`src/rtl/seg_scan.sv`:
```
// Multiplexed 7-segment scanner: walks NUM_DIGITS anodes with a blanking gap between digits,
// double-buffering the loaded pattern so a new value only appears from the next frame start.
module seg_scan #(
  parameter int NUM_DIGITS   = 8,
  parameter int BLANK_CYCLES = 4
) (
  input  logic        I_CLK,
  input  logic        Rst,
  input  logic        I_TICK,
  input  logic        I_LOAD,
  input  logic [31:0] I_DATA,
  input  logic [7:0]  I_MASK,
  input  logic [7:0]  I_DP,
  output logic [7:0]  O_AN,
  output logic [7:0]  O_SEG,
  output logic        O_FRAME
);

  typedef enum logic {BLANK = 1'b0, SHOW = 1'b1} state_t;

  localparam logic [2:0] LAST_IDX  = 3'(NUM_DIGITS - 1);
  localparam logic [8:0] BLANK_LEN = 9'(BLANK_CYCLES);

  state_t      state, state_nxt;
  logic [2:0]  idx, idx_nxt;
  logic [7:0]  cnt, cnt_nxt;
  logic        blank_done;
  logic        frame_nxt;

  logic [31:0] shadow_data, disp_data, use_data;
  logic [7:0]  shadow_mask, disp_mask, use_mask;
  logic [7:0]  shadow_dp, disp_dp, use_dp;
  logic [7:0]  an_nxt, seg_nxt;

  function automatic logic [6:0] decode(input logic [3:0] nib);
    case (nib)
      4'h0: return 7'h3F;
      4'h1: return 7'h06;
      4'h2: return 7'h5B;
      4'h3: return 7'h4F;
      4'h4: return 7'h66;
      4'h5: return 7'h6D;
      4'h6: return 7'h7D;
      4'h7: return 7'h07;
      4'h8: return 7'h7F;
      4'h9: return 7'h6F;
      4'hA: return 7'h77;
      4'hB: return 7'h7C;
      4'hC: return 7'h39;
      4'hD: return 7'h5E;
      4'hE: return 7'h79;
      default: return 7'h71;
    endcase
  endfunction

  function automatic logic [7:0] seg_word(input logic [31:0] data, input logic [7:0] dp,
                                          input logic [2:0] sel);
    return ~{dp[sel], decode(data[{sel, 2'b00} +: 4])};
  endfunction

  // A count of zero and one both leave BLANK on the very next edge.
  assign blank_done = ({1'b0, cnt} + 9'd1 >= BLANK_LEN);

  always_comb begin
    state_nxt = state;
    idx_nxt   = idx;
    cnt_nxt   = cnt;
    frame_nxt = 1'b0;
    case (state)
      BLANK: begin
        if (blank_done) begin
          state_nxt = SHOW;
          frame_nxt = (idx == 3'd0);
        end else begin
          cnt_nxt = cnt + 8'd1;
        end
      end
      default: begin
        if (I_TICK) begin
          idx_nxt = (idx == LAST_IDX) ? 3'd0 : idx + 3'd1;
          cnt_nxt = 8'd0;
          if (BLANK_CYCLES == 0) begin
            frame_nxt = (idx_nxt == 3'd0);
          end else begin
            state_nxt = BLANK;
          end
        end
      end
    endcase
  end

  // Outputs are registered from next-state values so they move on the same edge as the state.
  always_comb begin
    use_data = frame_nxt ? shadow_data : disp_data;
    use_mask = frame_nxt ? shadow_mask : disp_mask;
    use_dp   = frame_nxt ? shadow_dp   : disp_dp;
    an_nxt   = 8'hFF;
    seg_nxt  = 8'hFF;
    if (state_nxt == SHOW) begin
      seg_nxt = seg_word(use_data, use_dp, idx_nxt);
      if (use_mask[idx_nxt]) an_nxt = ~(8'd1 << idx_nxt);
    end
  end

  always_ff @(posedge I_CLK or posedge Rst) begin
    if (Rst) begin
      state       <= BLANK;
      idx         <= 3'd0;
      cnt         <= 8'd0;
      shadow_data <= 32'd0;
      shadow_mask <= 8'd0;
      shadow_dp   <= 8'd0;
      disp_data   <= 32'd0;
      disp_mask   <= 8'd0;
      disp_dp     <= 8'd0;
      O_AN        <= 8'hFF;
      O_SEG       <= 8'hFF;
      O_FRAME     <= 1'b0;
    end else begin
      state   <= state_nxt;
      idx     <= idx_nxt;
      cnt     <= cnt_nxt;
      O_AN    <= an_nxt;
      O_SEG   <= seg_nxt;
      O_FRAME <= frame_nxt;
      if (I_LOAD) begin
        shadow_data <= I_DATA;
        shadow_mask <= I_MASK;
        shadow_dp   <= I_DP;
      end
      // Display takes the pre-load shadow even when a load lands on the boundary edge.
      if (frame_nxt) begin
        disp_data <= shadow_data;
        disp_mask <= shadow_mask;
        disp_dp   <= shadow_dp;
      end
    end
  end

endmodule

```
`config.mk`:
```
export PLATFORM = sky130hd
export DESIGN_NAME = seg_scan
export DESIGN_NICKNAME = d
export VERILOG_FILES = /design/src/rtl/seg_scan.sv
export SDC_FILE = /design/constraint.sdc
export NUM_CORES = 1
export LEC_CHECK = 0
export BUFFER_PORTS_ARGS = -buffer_cell sky130_fd_sc_hd__buf_4
export CAP_MARGIN = 20
export CORE_ASPECT_RATIO = 1.2
export CORE_MARGIN = 4
export CORE_UTILIZATION = 52
export DETAILED_ROUTE_END_ITERATION = 6
export GPL_TIMING_DRIVEN = 0
export PLACE_DENSITY = 0.75
export SYNTH_ARGS = -nofsm -noshare
export SYNTH_HDL_FRONTEND = slang
export SYNTH_SLANG_ARGS = --single-unit
```
`constraint.sdc`:
```
create_clock -name I_CLK -period 4.2 [get_ports I_CLK]
set_input_delay 0.84 -clock I_CLK [delete_from_list [all_inputs] [get_ports I_CLK]]
set_output_delay 0.84 -clock I_CLK [all_outputs]
set_load 0.05 [all_outputs]
```
## Word level (Yosys, flattened, before mapping)

Memories as Yosys holds them, arrays and structs flattened.
Index checks and enable logic that the tools add are counted.

| word-level totals | value |
|---|---|
| register bits after elaboration | 125 |
| memory bits (read-only) | 112 |
| bits of input ports | 52 |
| output and inout port bits | 17 |
| memories kept | 1 |

| cells by class | value |
|---|---|
| add/subtract/negate cells | 3 |
| magnitude comparators | 2 |
| equal/unequal tests | 3 |
| shift-type cells | 2 |
| multiplexer cells | 22 |
| bitwise gates (word level) | 2 |
| reduce and logical (&&, ||, !) cells | 2 |

Memory list:

| name | words | bits a word | read ports | clocked after memory_dff | write ports | line | text |
|---|---|---|---|---|---|---|---|
| (name not given) | 16 | 7 | 1 | 0 | 0 | 36 | `case (nib)` |

Operators by type and width:

| operator | number |
|---|---|
| two-way mux 8 bit | 8 |
| two-way mux 32 bit | 1 |
| variable part select 32 x 6 -> 4 bit | 1 |
| NOT 8 bit | 2 |
| adder 8 x 1 -> 9 bit, second input constant | 1 |
| >= comparator 9 x 3 -> 1 bit, second input constant | 1 |
| two-way mux 3 bit | 3 |
| adder 8 x 1 -> 8 bit, second input constant | 1 |
| << shifter 1 x 3 -> 8 bit, first input constant | 1 |
| two-way mux 1 bit | 7 |
| two-way mux 7 bit | 1 |
| binary-select mux 1 bit (select 3 bit) | 2 |
| less-than comparator 3 x 4 -> 1 bit, second input constant | 1 |
| inequality test 2 bit, second input constant | 2 |
| adder 3 x 1 -> 3 bit, second input constant | 1 |
| == test 3 bit, second input constant | 1 |
| logical NOT 3 bit | 1 |
| AND reduction 2 bit | 1 |

## Depth between registers and ports, before layout

Gate-level depths: netlist (run 1).
An unclocked memory read counts as a cell.

| depth | value |
|---|---|
| word-level depth | 10 |
| depth in mapped cells | 17 |

## Worst setup path after synthesis (run 1)

OpenSTA, ideal clock, no wires.

| timing path | value |
|---|---|
| kind | input port to flip-flop |
| start point | input port I_TICK |
| end point | register O_SEG[3] |
| library setup time | 0.094 ns |
| data arrival time | 3.376 ns |
| slack | 0.730 ns |
| stages on the path | 12 |
| buffers on the path | 1 |
| path through | nand2_1 -> mux2i_1 -> inv_1 -> clkbuf_1 -> mux4_2 -> a221oi_1 -> o211ai_1 -> inv_1 -> ha_1 -> nor2_1 -> and3_1 -> a311oi_1 |

| on the way | value |
|---|---|
| word-level cells in the longest chain between the ends | 7 |

Ends and longest elaborated chain:

| what | line | text |
|---|---|---|
| start, declared | 9 | `input logic I_TICK,` |
| two-way mux 3 bit | 79 | `if (I_TICK) begin` |
| two-way mux 3 bit | 69 | `case (state)` |
| net idx_nxt[2] | 25 | `logic [2:0] idx, idx_nxt;` |
| variable part select 32 x 6 -> 4 bit | 58 | `return ~{dp[sel], decode(data[{sel, 2'b00} +: 4])};` |
| memory read (16 x 7 bit) | n/a |  |
| two-way mux 7 bit | 99 | `if (state_nxt == SHOW) begin` |
| NOT 8 bit | 58 |  |
| two-way mux 8 bit | 99 |  |
| net seg_nxt[3] | 33 | `logic [7:0] an_nxt, seg_nxt;` |
| end signal, assigned | 124 | `O_SEG <= seg_nxt;` |
| end, declared | 15 | `output logic [7:0] O_SEG,` |

The timed path passes the listed nets, and every way through them passes these cells. The select of a mux whose other input is x is not followed.
A chain may end at the register's enable or synchronous reset.

## Worst setup path in the final report (run 1)

| timing path | value |
|---|---|
| start point | register idx[0] |
| end point | register O_SEG[3] |

| on the way | value |
|---|---|
| word-level cells in the longest chain between the ends | 9 |

Ends and longest elaborated chain:

| what | line | text |
|---|---|---|
| start, declared | 25 |  |
| start signal, assigned | 121 | `idx <= idx_nxt;` |
| adder 3 x 1 -> 3 bit / == test 3 bit (equally long branches) | 80 | `idx_nxt = (idx == LAST_IDX) ? 3'd0 : idx + 3'd1;` |
| two-way mux 3 bit | 80 |  |
| two-way mux 3 bit | 79 |  |
| two-way mux 3 bit (*) | 69 |  |
| net idx_nxt[0] | 25 |  |
| variable part select 32 x 6 -> 4 bit (*) | 58 |  |
| memory read (16 x 7 bit) (*) | n/a |  |
| two-way mux 7 bit (*) | 99 |  |
| NOT 8 bit (*) | 58 |  |
| two-way mux 8 bit (*) | 99 |  |
| net seg_nxt[3] | 33 |  |

The timed path passes the listed nets; every way through them passes the cells marked *. The select of a mux whose other input is x is not followed.

==> results of run 1 <==
[power by group]
part | internal, mW | switching [mW] | leakage (nW)
Clock | 1.04 | 0.511 | 0.309
Sequential | 1.60 | 0.183 | 1.48
Combinational | 1.12 | 1.47 | 1.41
[Yosys cell counts, drive strengths merged, types with 3 or more instances]
cell type / instances / area (sq um)
a211oi: 4 / 35.0
nor3: 5 / 25.0
and2: 7 / 43.8
buf: 10 / 63.8
o211ai: 4 / 30.0
nor2: 7 / 26.3
clkbuf: 12 / 45.0
mux2: 91 / 1020
inv: 11 / 43.8
ha: 11 / 138
mux2i: 24 / 240
o21ai: 5 / 25.0
and3: 4 / 30.0
nor3b: 4 / 30.0
dfstp: 16 / 420
a21oi: 5 / 25.0
nand3: 12 / 60.1
mux4: 7 / 158
dfrtp: 109 / 2730
nand2: 54 / 210
a311oi: 3 / 26.3
[cells in the final DEF (no fill, tap or decap), types with 8 or more instances in the layout]
cell / instances
sky130_fd_sc_hd__clkbuf_1: 12
sky130_fd_sc_hd__mux2_2: 91
sky130_fd_sc_hd__clkbuf_16: 17
sky130_fd_sc_hd__ha_1: 11
sky130_fd_sc_hd__dfstp_2: 16
sky130_fd_sc_hd__buf_4: 69
sky130_fd_sc_hd__inv_1: 8
sky130_fd_sc_hd__nand3_1: 12
sky130_fd_sc_hd__nand2_1: 53
sky130_fd_sc_hd__dfrtp_1: 109
sky130_fd_sc_hd__mux2i_1: 23
[sequential cells by signal, indices dropped and copies added, names as in the netlist]
| register | count |
|---|---|
| O_SEG | 8 |
| shadow_mask | 8 |
| shadow_dp | 8 |
| disp_dp | 8 |
| cnt | 8 |
| O_FRAME | 1 |
| disp_mask | 8 |
| idx | 3 |
| O_AN | 8 |
| disp_data | 32 |
| state | 1 |
| shadow_data | 32 |
[metal layers]
layer / up-vias / part of all wire (%) / routed length (um) / GRT usage [%]
li1: 1741 / - / - / -
met3: 14 / 5.7 / 720 / 6.37
met1: 1985 / 40 / 4980 / 25.5
met4: 0 / 1.4 / 170 / 7.21
met2: 102 / 53 / 6660 / 36.0
met5: - / 0 / 0 / 0
[kinds of logic after synthesis]
logic type               count (synthesis)  synth area share (%)
flip-flops                             125                  55.5
adder cells (fa/ha/maj)                 11                  2.43
multiplexers                           122                  25.1
AO/OA/AOI/OAI                           38                  5.32
buffers and inverters                   33                  2.69
AND/OR/NAND/NOR                        103                  8.98
[final timing paths]
path | cells after the start | startpoint | endpoint | slack [ns]
worst min-delay path | 2 | Rst | O_FRAME$_DFF_PP0_ | 0.43
max in group asynchronous | 3 | Rst | disp_data[26]$_DFF_PP0_ | 3.03
worst max register to register | 16 | idx[0]$_DFF_PP0_ | O_SEG[3]$_DFF_PP1_ | 0.32
min in group I_CLK | 2 | disp_dp[7]$_DFF_PP0_ | disp_dp[7]$_DFF_PP0_ | 0.48
worst min register to register | 2 | disp_dp[7]$_DFF_PP0_ | disp_dp[7]$_DFF_PP0_ | 0.48
worst max-delay path | 16 | idx[0]$_DFF_PP0_ | O_SEG[3]$_DFF_PP1_ | 0.32
[final cells by class]
| type | count | area, sq um | share of cell area [%] |
|---|---|---|---|
| clock buffer | 21 | 470 | 6.69 |
| clock inverter | 11 | 164 | 2.33 |
| sequential | 125 | 3150 | 44.7 |
| timing repair buffer | 70 | 546 | 7.75 |
| buffer | 22 | 114 | 1.62 |
| multi-input combinational | 274 | 2380 | 33.9 |
| inverter | 11 | 48.8 | 0.694 |
| tap | 129 | 161 | 2.29 |
[repair_timing]
| item | 4_1_cts | 5_1_grt |
|---|---|---|
| gates resized for setup | 0 | 5 |
| endpoints found under the setup margin | 0 | 7 |
| setup buffers | 0 | 2 |
==> summary by stage, run 1 <==
Global route
The all-layer global routing usage is 21.2%. The initial antenna violation count was 0. The first global-routing pass estimated roughly 20 mm of wire. Global routing finished with a remaining overflow of 0.

The number of global-route vias before repair is just under 4k. Entering global routing, the biggest net connects 86 pins.

STA
The worst-case hold slack is ~0.43 ns. For the pin with the worst max-slew slack, the measured transition is approximately 0.77 ns. The total negative slack is 0 ns. The final worst-path cycle share is 92.5%. The normalized max-slew margin is 48.9%.

The achievable clock frequency is 258 MHz. The total setup violations reported at the end of the flow is 0. Across the routed clock network, the largest skew measured is 0.00525 ns.

The count of final hold-check violations is 0. The max-slew violation count is 0. The slack of the critical path is 0.317 ns. The clock period minus worst slack is 3.88 ns.

Drt
The first routing iteration left 216 violations. The mean routed wirelength per cell is 18.9 um. After detailed routing, the number of remaining DRC violations is 0. The number of nets still failing antenna checks after routing is 0. The detailed-router iteration count before antenna repair is 4.

The final layout contains routed wiring with a total length of 12.5 mm. Using the TritonRoute via totals, the vias-per-cell ratio works out to 5.79. The via total after detailed routing is around 3.8k.

Clock network
The number of buffers inserted during clock tree synthesis is 17. The clock drives 125 sinks. TritonCTS built the clock tree. The number of levels in the clock H-tree is 4. For the worst-skew pair, the clock arrives at the later sink with an insertion delay of between 0.4 and 0.5 ns. The cell sitting at the root of the clock tree is a sky130_fd_sc_hd__clkbuf_16. Buffers inserted to repair hold after CTS numbered 0. Clock-pin slew was measured on the worst setup and hold paths at 0.05 ns.

The maximum buffer depth of the clock tree is 2.

Hold path
In this run the worst hold path is classified as in2async.

Placed design
The count of buffers inserted at the top-level ports is 67. The routability-driven placement congestion ratio is between 0.8 and 0.9. The worst slack at placement is -0.349 ns. Once placement completed, the tool counted placed cells totaling 629. After legalization and detailed placement, the total HPWL measured between 8 and 9 mm. The instance area at placement is 6370 sq um.

Pwr
In this run the static leakage power is around 3.2 nW. The worst IR drop on VDD is around 0.39 mV. For this design the ratio of total power to cell area is approximately 840 nW/um^2. After layout, the design draws a total of 5.92 mW.

Critical path
The largest stage delay on the critical path is 0.40 ns. The critical path is of the reg2reg type. Data on the critical path arrives at its endpoint at roughly 4.2 ns. The worst setup path is captured at a flop. STA classifies the critical path startpoint as a flop. The slowest stage of the critical path is the sky130_fd_sc_hd__dfrtp_1 cell. By instance count, the cell type seen most on the critical path is sky130_fd_sc_hd__ha_1. The signal on the critical path passes through ha_1, ha_1, nor4bb_1, a21oi_1, inv_2, clkbuf_4, clkbuf_4, nand2_1, a21oi_1, a222oi_1, o211ai_1, inv_1, ha_1, inv_1, mux2i_1, a311oi_1. The endpoint required time on the critical path is 4.52 ns. The critical path's top delay family is buffers and inverters. The largest fanout of any net on the critical path is 10. The critical path contains buffers and inverters numbering 5 combined.

Logic synthesis
The synthesized area per cell is ~13 sq um. The number of warnings reported in the yosys synthesis log is 0. The number of different library cells used by synthesis comes to 56. The number of nets in the synthesized netlist is between 400 and 500. The number of flops mapped to enable cells by yosys is 0. The synthesized flop and latch total is 125.

The number of instances in the synthesized netlist is 432. The post-synthesis instance area is 5670 sq um. The part of the Yosys area used for sequential elements is 55.5%. The leading register cell type out of synthesis is sky130_fd_sc_hd__dfrtp_1. Of all flip-flops after synthesis, the portion carrying an async set or reset was 100%.

Layout
The synthesis-to-finish area growth is 24.0%. The count of cells in the finished layout, fillers not included, comes to 663. The fill cell total of the finished layout is 772. The layout cell share with drive strength beyond 1 is 43.8%. The core occupancy in the finished layout is 66.6%. The final instance area is 7040 sq um. The number of nets in the finished design is 584.

The number of antenna diodes in the final layout is 0.

Floorplanning
The starting density of the core is 53.7%. After floorplanning, the core was divided into 41 placement rows. The width of the die is 103 um. The height of the chip is around 120 um. The placeable core area is around 11000 sq um. 69 I/O pins were placed. The area enclosed by the die boundary is 12600 sq um.

Outcome
The run finished with clean final reports.

Flow run
The max-cap violation count is 0.
(Power assumes the default switching activity.)
==> run 2, diff against run 1 <==
CORE_UTILIZATION = 45   (was 52)
CTS_CLUSTER_DIAMETER = 150   (was not set)
CTS_CLUSTER_SIZE = 20   (was not set)
PLACE_DENSITY = 0.67   (was 0.75)
==> summary by stage, run 2 (synthesis gave the netlist of run 1 again) <==
Outcome
The flow ran to the end, and the final reports show no timing, DRC or antenna violations.

Flow run
The max-cap violation count is 0.

Critical path
The signal arrival time at the worst endpoint is 4.10 ns. Along the worst path, the maximum fanout reaches 10. Data on the critical path is required at its endpoint by around 4.5 ns. The category of the most critical setup path is reg2reg.

The worst setup path is launched from a flop. The launching point of the worst reg2reg path is idx[0]$_DFF_PP0_. The start point of the critical path is idx[0]$_DFF_PP0_. The critical path endpoint category is a flop.

Clock network
The buffer cell driving the clock tree root is sky130_fd_sc_hd__clkbuf_16. The number of levels in the clock H-tree is 4. TritonCTS built the clock tree. After clock tree synthesis, the clock-pin slew on the worst setup and hold paths is 0.06 ns. CTS saw 125 sinks. The number of buffers inserted during clock tree synthesis is 17. The later-pin clock latency in the skew report is 0.41 ns. The clock passes through at most 2 buffers.

Global route
The overall overflow remaining after global route is 0. The all-layer global routing usage is a little under a fifth. The number of global-route vias before repair came to 4187. The initial antenna violation count came to 0.

The maximum number of pins on one net before global-route repair is 105. The first-pass GRT wire length is 20.8 mm.

Placed design
The count of buffers inserted at the top-level ports is 67. The worst slack at placement is -0.342 ns. Summed over all nets, the half-perimeter wirelength after detailed placement is 8.52 mm. Routability-driven placement finished with a final weighted congestion of around 0.85.

STA
The slack of the critical path is 0.417 ns. For the pin with the worst max-slew slack, the measured transition is 0.798 ns. The achievable clock frequency is 264 MHz. The smallest clock period supported by the final layout is computed as 3.78 ns. Clock skew on the completed layout was measured at 0.00467 ns.

The max-slew violation count is 0. The total setup violations reported at the end of the flow is 0. Setup repair after global routing left no endpoint under its margin.

The normalized max-slew margin is between 40% and 50%. Dividing the final minimum period by the clock period gives 90.1%. The count of final hold-check violations came to 0.

Pwr
VDD sags by at most 0.432 mV. Summed over all cells, the static leakage comes to 3.22 nW. The total design power is 6.07 mW. Dividing total power by cell area gives a power density of 851 nW/um^2.

Floorplanning
The floorplan has 44 rows. The initial utilization of the core area, before any placement, comes to 46.4%. The die covers 14500 sq um. The die is about 110 um wide.

For this design the top-level I/O count stands at 69. The height of the chip is between 100 and 150 um. The placeable core area is about 12000 sq um.

Layout
The library cell used most frequently in the layout, excluding fill and tap cells, is sky130_fd_sc_hd__dfrtp_1. The layout cell share with drive strength beyond 1 is 44.0%. Relative to the synthesized area, the layout overhead comes to 25.9%.

The library cells used most frequently in the layout, excluding fill and tap cells, are sky130_fd_sc_hd__dfrtp_1 (109), sky130_fd_sc_hd__mux2_2 (91), sky130_fd_sc_hd__buf_4 (69), sky130_fd_sc_hd__nand2_1 (53), sky130_fd_sc_hd__mux2i_1 (23). The number of inserted diodes is 0. The number of nets in the finished design is 584. In the final layout, the registers with the most flip-flops are disp_data x32, shadow_data x32.

Drt
The via density per instance is around 5.4. Wires add up to 12.5 mm. The via total after detailed routing is approximately 3.7k. Before antenna repair, the detailed router went through 4 iterations. For this block, the initial DRC count from the detailed router was 160. After detailed routing, the average wire length per cell comes to 18.0 um. The DRC violation count after routing is 0.

The number of nets still failing antenna checks after routing is 0.

Hold path
The tightest min-delay check is of the in2async type.
[run 2: stage by stage]
step / setup TNS (ns) / utilization, % / cell area, sq um / hold WS (ns) / instances
final: 0 / 58.4 / 7140 / 0.368 / 695
after global routing: 0 / 58.4 / 7140 / 0.373 / 695
after CTS: 0 / 58.2 / 7120 / 0.364 / 693
after detailed placement: -1.63 / 52.4 / 6410 / 0.459 / 661
after global placement: -134.31 / 52.2 / 6380 / 0.454 / 660
after floorplan: 0 / - / 5670 / 0.436 / 432
[run 2: metal layers]
| layer | track usage [%] | up-vias | wire (um) |
|---|---|---|---|
| met5 | 0 | - | 0 |
| li1 | - | 1738 | - |
| met2 | 32.4 | 100 | 6430 |
| met1 | 21.1 | 1882 | 5090 |
| met3 | 5.07 | 27 | 628 |
| met4 | 8.77 | 0 | 345 |
[run 2: cell type report]
cell class | count | area (sq um)
Clock buffer | 18 | 439
Inverter | 11 | 48.8
Fill cell | 1029 | 5080
Sequential cell | 125 | 3150
Timing Repair Buffer | 70 | 546
Tap cell | 161 | 201
Multi-Input combinational cell | 274 | 2380
Buffer | 22 | 111
Clock inverter | 14 | 264
[run 2: worst paths after layout]
| path | to | slack (ns) | cells after the start |
|---|---|---|---|
| worst max-delay path | O_SEG[3]$_DFF_PP1_ | 0.42 | 17 |
| worst min-delay path | shadow_dp[0]$_DFFE_PP0P_ | 0.37 | 2 |
| worst max register to register | O_SEG[3]$_DFF_PP1_ | 0.42 | 17 |
| worst min register to register | disp_dp[4]$_DFF_PP0_ | 0.49 | 2 |
| max in group asynchronous | O_SEG[0]$_DFF_PP1_ | 3.04 | 3 |
| min in group I_CLK | disp_dp[4]$_DFF_PP0_ | 0.49 | 2 |
[run 2: worst max-delay path, cell delays in order (launching register included)]
cell and delay (ns):
sky130_fd_sc_hd__dfrtp_1 0.40, sky130_fd_sc_hd__ha_1 0.19, sky130_fd_sc_hd__ha_1 0.15, sky130_fd_sc_hd__nor4bb_1 0.05
sky130_fd_sc_hd__a21oi_1 0.43, sky130_fd_sc_hd__inv_2 0.24, sky130_fd_sc_hd__clkbuf_4 0.29, sky130_fd_sc_hd__buf_2 0.24
sky130_fd_sc_hd__nand2_1 0.10, sky130_fd_sc_hd__a21oi_1 0.08, sky130_fd_sc_hd__a222oi_1 0.34, sky130_fd_sc_hd__o211ai_1 0.14
sky130_fd_sc_hd__buf_4 0.19, sky130_fd_sc_hd__inv_1 0.11, sky130_fd_sc_hd__ha_1 0.24, sky130_fd_sc_hd__nor2_1 0.08
sky130_fd_sc_hd__and3_1 0.22, sky130_fd_sc_hd__a311oi_1 0.20
[run 2: power by group]
part           leakage (nW)  switching [mW]  internal (mW)  total (mW)
logic                  1.41            1.45           1.12        2.57
registers              1.48           0.180           1.60        1.78
clock network         0.333           0.526           1.19        1.72
total                  3.22            2.16           3.92        6.07
[run 2: repair_timing]
action	in CTS	in global routing
gates resized for setup	1	2
setup endpoints to repair	2	6
setup buffers	0	2
hold buffers	0	0
endpoints found under the hold margin	0	0
